## src/rtl/serial_add_ctrl_if.sv

```systemverilog
// Request/result bundle between a requesting unit and the bit-serial adder controller.
interface serial_add_ctrl_if #(parameter int WIDTH = 8);
  logic             start;
  logic [WIDTH-1:0] A;
  logic [WIDTH-1:0] B;
  logic             busy;
  logic             done;
  logic [WIDTH-1:0] Sum;
  logic             C;

  modport master (output start, A, B, input busy, done, Sum, C);
  modport slave  (input start, A, B, output busy, done, Sum, C);
endinterface

```

## src/rtl/serial_add_ctrl.sv

```systemverilog
// Bit-serial WIDTH-bit adder: one full-adder step per clock, LSB first, start/busy/done handshake.
//
// state   | meaning
// IDLE    | waiting for start; operands captured on the accepting edge
// RUN     | one bit per edge for WIDTH edges; result/carry published on the last
// DONE    | one-cycle done pulse, start ignored
module serial_add_ctrl #(
  parameter int WIDTH = 8
) (
  input  logic            clk,
  input  logic            rst_n,
  serial_add_ctrl_if.slave bus
);

  localparam int CW = $clog2(WIDTH) + 1;

  typedef enum logic [1:0] {ST_IDLE, ST_RUN, ST_DONE} state_t;

  state_t           state_q, state_d;
  logic [WIDTH-1:0] a_q, a_d;
  logic [WIDTH-1:0] b_q, b_d;
  logic [WIDTH-1:0] res_q, res_d;
  logic [WIDTH-1:0] sum_q, sum_d;
  logic             carry_q, carry_d;
  logic             c_q, c_d;
  logic [CW-1:0]    cnt_q, cnt_d;

  logic             bit_s;
  logic             bit_cy;
  logic [WIDTH-1:0] res_sh;

  always_ff @(posedge clk or negedge rst_n) begin
    if (!rst_n) begin
      state_q <= ST_IDLE;
      a_q     <= '0;
      b_q     <= '0;
      res_q   <= '0;
      sum_q   <= '0;
      carry_q <= 1'b0;
      c_q     <= 1'b0;
      cnt_q   <= '0;
    end else begin
      state_q <= state_d;
      a_q     <= a_d;
      b_q     <= b_d;
      res_q   <= res_d;
      sum_q   <= sum_d;
      carry_q <= carry_d;
      c_q     <= c_d;
      cnt_q   <= cnt_d;
    end
  end

  always_comb begin
    state_d = state_q;
    a_d     = a_q;
    b_d     = b_q;
    res_d   = res_q;
    sum_d   = sum_q;
    carry_d = carry_q;
    c_d     = c_q;
    cnt_d   = cnt_q;

    // shared 1-bit adder cell
    bit_s  = a_q[0] ^ b_q[0] ^ carry_q;
    bit_cy = (a_q[0] & b_q[0]) | (carry_q & (a_q[0] ^ b_q[0]));
    res_sh = res_q >> 1;
    res_sh[WIDTH-1] = bit_s;

    case (state_q)
      ST_IDLE: begin
        if (bus.start) begin
          a_d     = bus.A;
          b_d     = bus.B;
          res_d   = '0;
          carry_d = 1'b0;
          cnt_d   = '0;
          state_d = ST_RUN;
        end
      end
      ST_RUN: begin
        a_d     = a_q >> 1;
        b_d     = b_q >> 1;
        res_d   = res_sh;
        carry_d = bit_cy;
        cnt_d   = cnt_q + CW'(1);
        if (cnt_q == CW'(WIDTH - 1)) begin
          sum_d   = res_sh;
          c_d     = bit_cy;
          state_d = ST_DONE;
        end
      end
      ST_DONE: state_d = ST_IDLE;
      default: state_d = ST_IDLE;
    endcase
  end

  assign bus.busy = (state_q == ST_RUN) || (state_q == ST_DONE);
  assign bus.done = (state_q == ST_DONE);
  assign bus.Sum  = sum_q;
  assign bus.C    = c_q;

endmodule

```

## src/flat_wrapper.sv

```systemverilog
// flat-port wrapper written by rule: the top's interface ports become plain ports
module serial_add_ctrl_flat 
#(
  parameter int WIDTH = 8
)
  (clk, rst_n, bus_start, bus_A, bus_B, bus_busy, bus_done, bus_Sum, bus_C);
  serial_add_ctrl_if #(.WIDTH(WIDTH)) bus_i ();
  input  logic clk;
  input  logic rst_n;
  input wire logic [$bits(bus_i.start)-1:0] bus_start;
  input wire logic [$bits(bus_i.A)-1:0] bus_A;
  input wire logic [$bits(bus_i.B)-1:0] bus_B;
  output wire logic [$bits(bus_i.busy)-1:0] bus_busy;
  output wire logic [$bits(bus_i.done)-1:0] bus_done;
  output wire logic [$bits(bus_i.Sum)-1:0] bus_Sum;
  output wire logic [$bits(bus_i.C)-1:0] bus_C;
  assign bus_i.start = bus_start;
  assign bus_i.A = bus_A;
  assign bus_i.B = bus_B;
  assign bus_busy = bus_i.busy;
  assign bus_done = bus_i.done;
  assign bus_Sum = bus_i.Sum;
  assign bus_C = bus_i.C;
  serial_add_ctrl #(.WIDTH(WIDTH)) u_core (.clk(clk), .rst_n(rst_n), .bus(bus_i));
endmodule
```

## config.mk

```make
export PLATFORM = sky130hd
export DESIGN_NAME = serial_add_ctrl_flat
export DESIGN_NICKNAME = d
export VERILOG_FILES = /design/src/rtl/serial_add_ctrl_if.sv /design/src/rtl/serial_add_ctrl.sv /design/src/flat_wrapper.sv
export SDC_FILE = /design/constraint.sdc
export NUM_CORES = 1
export LEC_CHECK = 0
export CORE_MARGIN = 3
export CORE_UTILIZATION = 30
export CTS_BUF_LIST = sky130_fd_sc_hd__clkbuf_2 sky130_fd_sc_hd__clkbuf_4 sky130_fd_sc_hd__clkbuf_8
export DETAILED_ROUTE_END_ITERATION = 10
export PLACE_DENSITY_LB_ADDON = 0.3
export SYNTH_ARGS = -nofsm -noshare
export SYNTH_HDL_FRONTEND = slang
export SYNTH_SLANG_ARGS = --single-unit
```

## constraint.sdc

```tcl
create_clock -name clk -period 1.6 [get_ports clk]
set_input_delay 0.16 -clock clk [delete_from_list [all_inputs] [get_ports clk]]
set_output_delay 0.16 -clock clk [all_outputs]
set_load 0.02 [all_outputs]
```

==> out/qor.log <==
qor: run_status.run_status finished, final reports clean
qor: final_layout.final-seq-area 975.9 um2
qor: placed_design.port-buffer-count 29
qor: die.floorplan.core_area 0.005303 mm2
qor: routing.drc 0
qor: cts.clock_latency 280 ps
qor: timing.rsz0062_at_grt false
qor: critical_path.timing.critical_path.required 1440 ps
qor: timing.final_critical_path_setup_slack 95.75 ps
qor: routing.drt_pre_antenna_iters 4
qor: placed_design.dp_cells 238
qor: cts.tritoncts.num_buffers 5
qor: final_layout.finish.net_count 201
qor: synthesis.synth_area_per_cell 12.17 um2
qor: routing.total_number_of_vias 1169
qor: final_layout.final_core_util 0.4217
qor: pwr.power-per-cell-area 1615 mW/mm2
qor: die.dieArea 0.006621 mm2
qor: global_route.globalRouteOverflowTotal 0
qor: cts.clock_tree.buffer_depth 2
qor: timing.post-route-period-util 0.9402
qor: critical_path.critPathCaptureType primary output
qor: critical_path.crit_fanout 3
qor: pwr.fin_total_pwr 3611 uW
qor: timing.final.setup_skew 3.197 ps
qor: routing.drt_iter0_markers 19
qor: die.floorplan.die.height 81.37 um
qor: timing.setup-violations-final 0
qor: cts.cts_tree built
qor: synthesis.postSynthRegisterBits 39
qor: die.chipWidth 81.37 um
qor: placed_design.globalplace.congestion 0.6973
qor: final_layout.final.fill_count 507
qor: cts.cts.clk_slew.worst_paths 70 ps
qor: final_layout.n_antenna_cell 0
qor: synthesis.syn_inst_count 140
qor: timing.tns 0 ps
qor: cts.cts-htree-levels 2
qor: pwr.cellLeakagePower 0.001039 uW
qor: routing.wl_per_cell 12.70 um
qor: synthesis.mappedNetlistNets 164
qor: final_layout.synthToLayoutAreaGrowth 31.20%
qor: timing.timing.fmax 0.6648 GHz
qor: critical_path.crit_start u_core.state_q[1]$_DFFE_PN0P_
qor: final_layout.layout.cells.non_filler 247
qor: cts.clock_tree.root_cell clkbuf_8
qor: routing.wl 3.136 mm
qor: critical_path.arrival 1340 ps
qor: timing.worst-slew-pin-transition 481.8 ps
qor: final_layout.multi_input_area 709.4 um2
qor: critical_path.criticalPathCategory reg -> out
qor: critical_path.worst_setup_path_start_kind register
qor: timing.final-max-slew-violation-count 0
qor: synthesis.synth.yosys.warnings 0
qor: global_route.first_global_vias 1246
qor: synthesis.synth.distinct_cells 23
qor: global_route.largest_net_degree_at_the_start_of_global_routing 40
qor: timing.relSlewSlack 0.6788
qor: synthesis.synth.yosys.seq_area_share 0.5727
qor: placed_design.dp_hpwl 2.257 mm
qor: cts.cts_num_sinks 39
qor: flow_run.max-cap-violations 0
qor: die.floorplan.initialDensity 0.3214
qor: timing.hold_viol 0
qor: placed_design.post-place-ws -167.6 ps
qor: pwr.worst_ir_drop_vdd 0.7403 mV
qor: global_route.wire_length_of_the_first_global_routing_pass 5.485 mm
qor: synthesis.syn-cell-area 0.001704 mm2
qor: timing.finalCriticalPeriod 1504 ps
qor: die.num_rows 26
qor: global_route.antenna_violations_before_repair 0
qor: routing.detail-route-antenna-nets 0
qor: critical_path.crit-reg2reg-launch u_core.state_q[1]$_DFFE_PN0P_
qor: final_layout.layout-drive-gt1-share 0.1808
qor: die.floorplan.io_pins 30
qor: global_route.globalRouteTotalUtil 0.1084
qor: worst_hold_path.worstHoldPathType in -> async
qor: routing.drt-vias-per-instance 4.733
state kept, by name (all words and copies together), names as in the netlist:
register	flops
u_core.b_q	8
u_core.bus.Sum	8
u_core.carry_q	1
u_core.bus.C	1
u_core.res_q	7
u_core.state_q	2
u_core.a_q	8
u_core.cnt_q	4
power breakdown:
part           leakage [uW]  switching (uW)  internal, uW
sequential         0.000513             219          1330
combinational      0.000479             705           707
clock             0.0000470             310           338
total               0.00104            1230          2380
cell families after synthesis:
family                   synth area share
AO/OA/AOI/OAI                      0.1153
adder cells (fa/ha/maj)           0.04112
buffers and inverters             0.02644
flip-flops                         0.5727
multiplexers                       0.1564
AND/OR/NAND/NOR                   0.08810
metal layers:
| metal | vias to the layer above | part of all wire | global-route usage |
|---|---|---|---|
| li1 | 566 | - | - |
| met1 | 555 | 0.47 | 0.1352 |
| met2 | 42 | 0.46 | 0.1726 |
| met3 | 6 | 0.063 | 0.03769 |
| met4 | 0 | 0.013 | 0.04054 |
| met5 | - | 0 | 0 |
cell type report:
type                       instances  area share
clock buffer                       6     0.03693
clock inverter                     1    0.002238
inverter                           2    0.003358
multi-input combinational         91      0.3173
sequential                        39      0.4365
tap                               70     0.03917
timing repair buffer              38      0.1645
cell usage in the layout (no fill, tap or decap), types with 2 or more instances in the layout:
cell type,count
nand3_1,3
mux2_2,10
buf_4,5
a22o_1,9
nor2b_1,2
clkdlybuf4s50_1,26
dfrtp_1,39
ha_1,2
nand2b_1,2
o21ai_0,17
clkbuf_8,6
nand2_1,18
buf_6,2
dlygate4sd2_1,2
a21oi_1,2
mux2i_1,14
critical path: stages (launching register included):
cell and delay, ps:
dfrtp_1 390, inv_2 90, ha_2 260, dlygate4sd2_1 320
stage by stage:
stage / hold slack [ps] / instance area, um2
global route: 475.3 / 2236
detailed placement: 245.2 / 2101
CTS: 453.2 / 2205
finish: 457.9 / 2236
global placement: 233.2 / 2101
floorplan: -135.6 / 1704
timing repair:
item	CTS	global route
endpoints found under the setup margin	22	27
cloned	0	0
resized for setup	5	6
setup buffers	0	1
hold buffers	1	0
hold endpoints to repair	39	0
synthesized netlist by cell type, drive strengths merged:
cell	number	area [um2]
clkbuf	2	7.510
nand3	3	15.01
o31ai	1	7.510
o21ai	17	85.08
mux2	10	112.6
nand2	18	67.56
nand2b	2	12.51
dfrtp	39	975.9
a21oi	2	10.01
fa	1	20.02
ha	4	50.05
nor2b	3	18.77
buf	6	30.03
inv	2	7.510
nor2	1	3.750
or4b	1	10.01
mux2i	15	153.9
nand3b	1	7.510
a311oi	1	8.760
a22o	9	78.83
nand4b	1	15.01
o22ai	1	6.260
path summary, 6_finish.rpt:
check / cells past startpoint / end / slack, ps
max: 3 / bus_busy / 100
min in group clk: 3 / u_core.a_q[7]$_DFFE_PN0P_ / 460
max in group asynchronous: 3 / u_core.a_q[1]$_DFFE_PN0P_ / 810
min: 3 / u_core.bus.Sum[1]$_DFFE_PN0P_ / 460
min reg2reg: 2 / u_core.b_q[6]$_DFFE_PN0P_ / 490
max reg2reg: 5 / u_core.cnt_q[3]$_DFFE_PN0P_ / 100
Note: power is estimated with default switching activity, not from simulation.
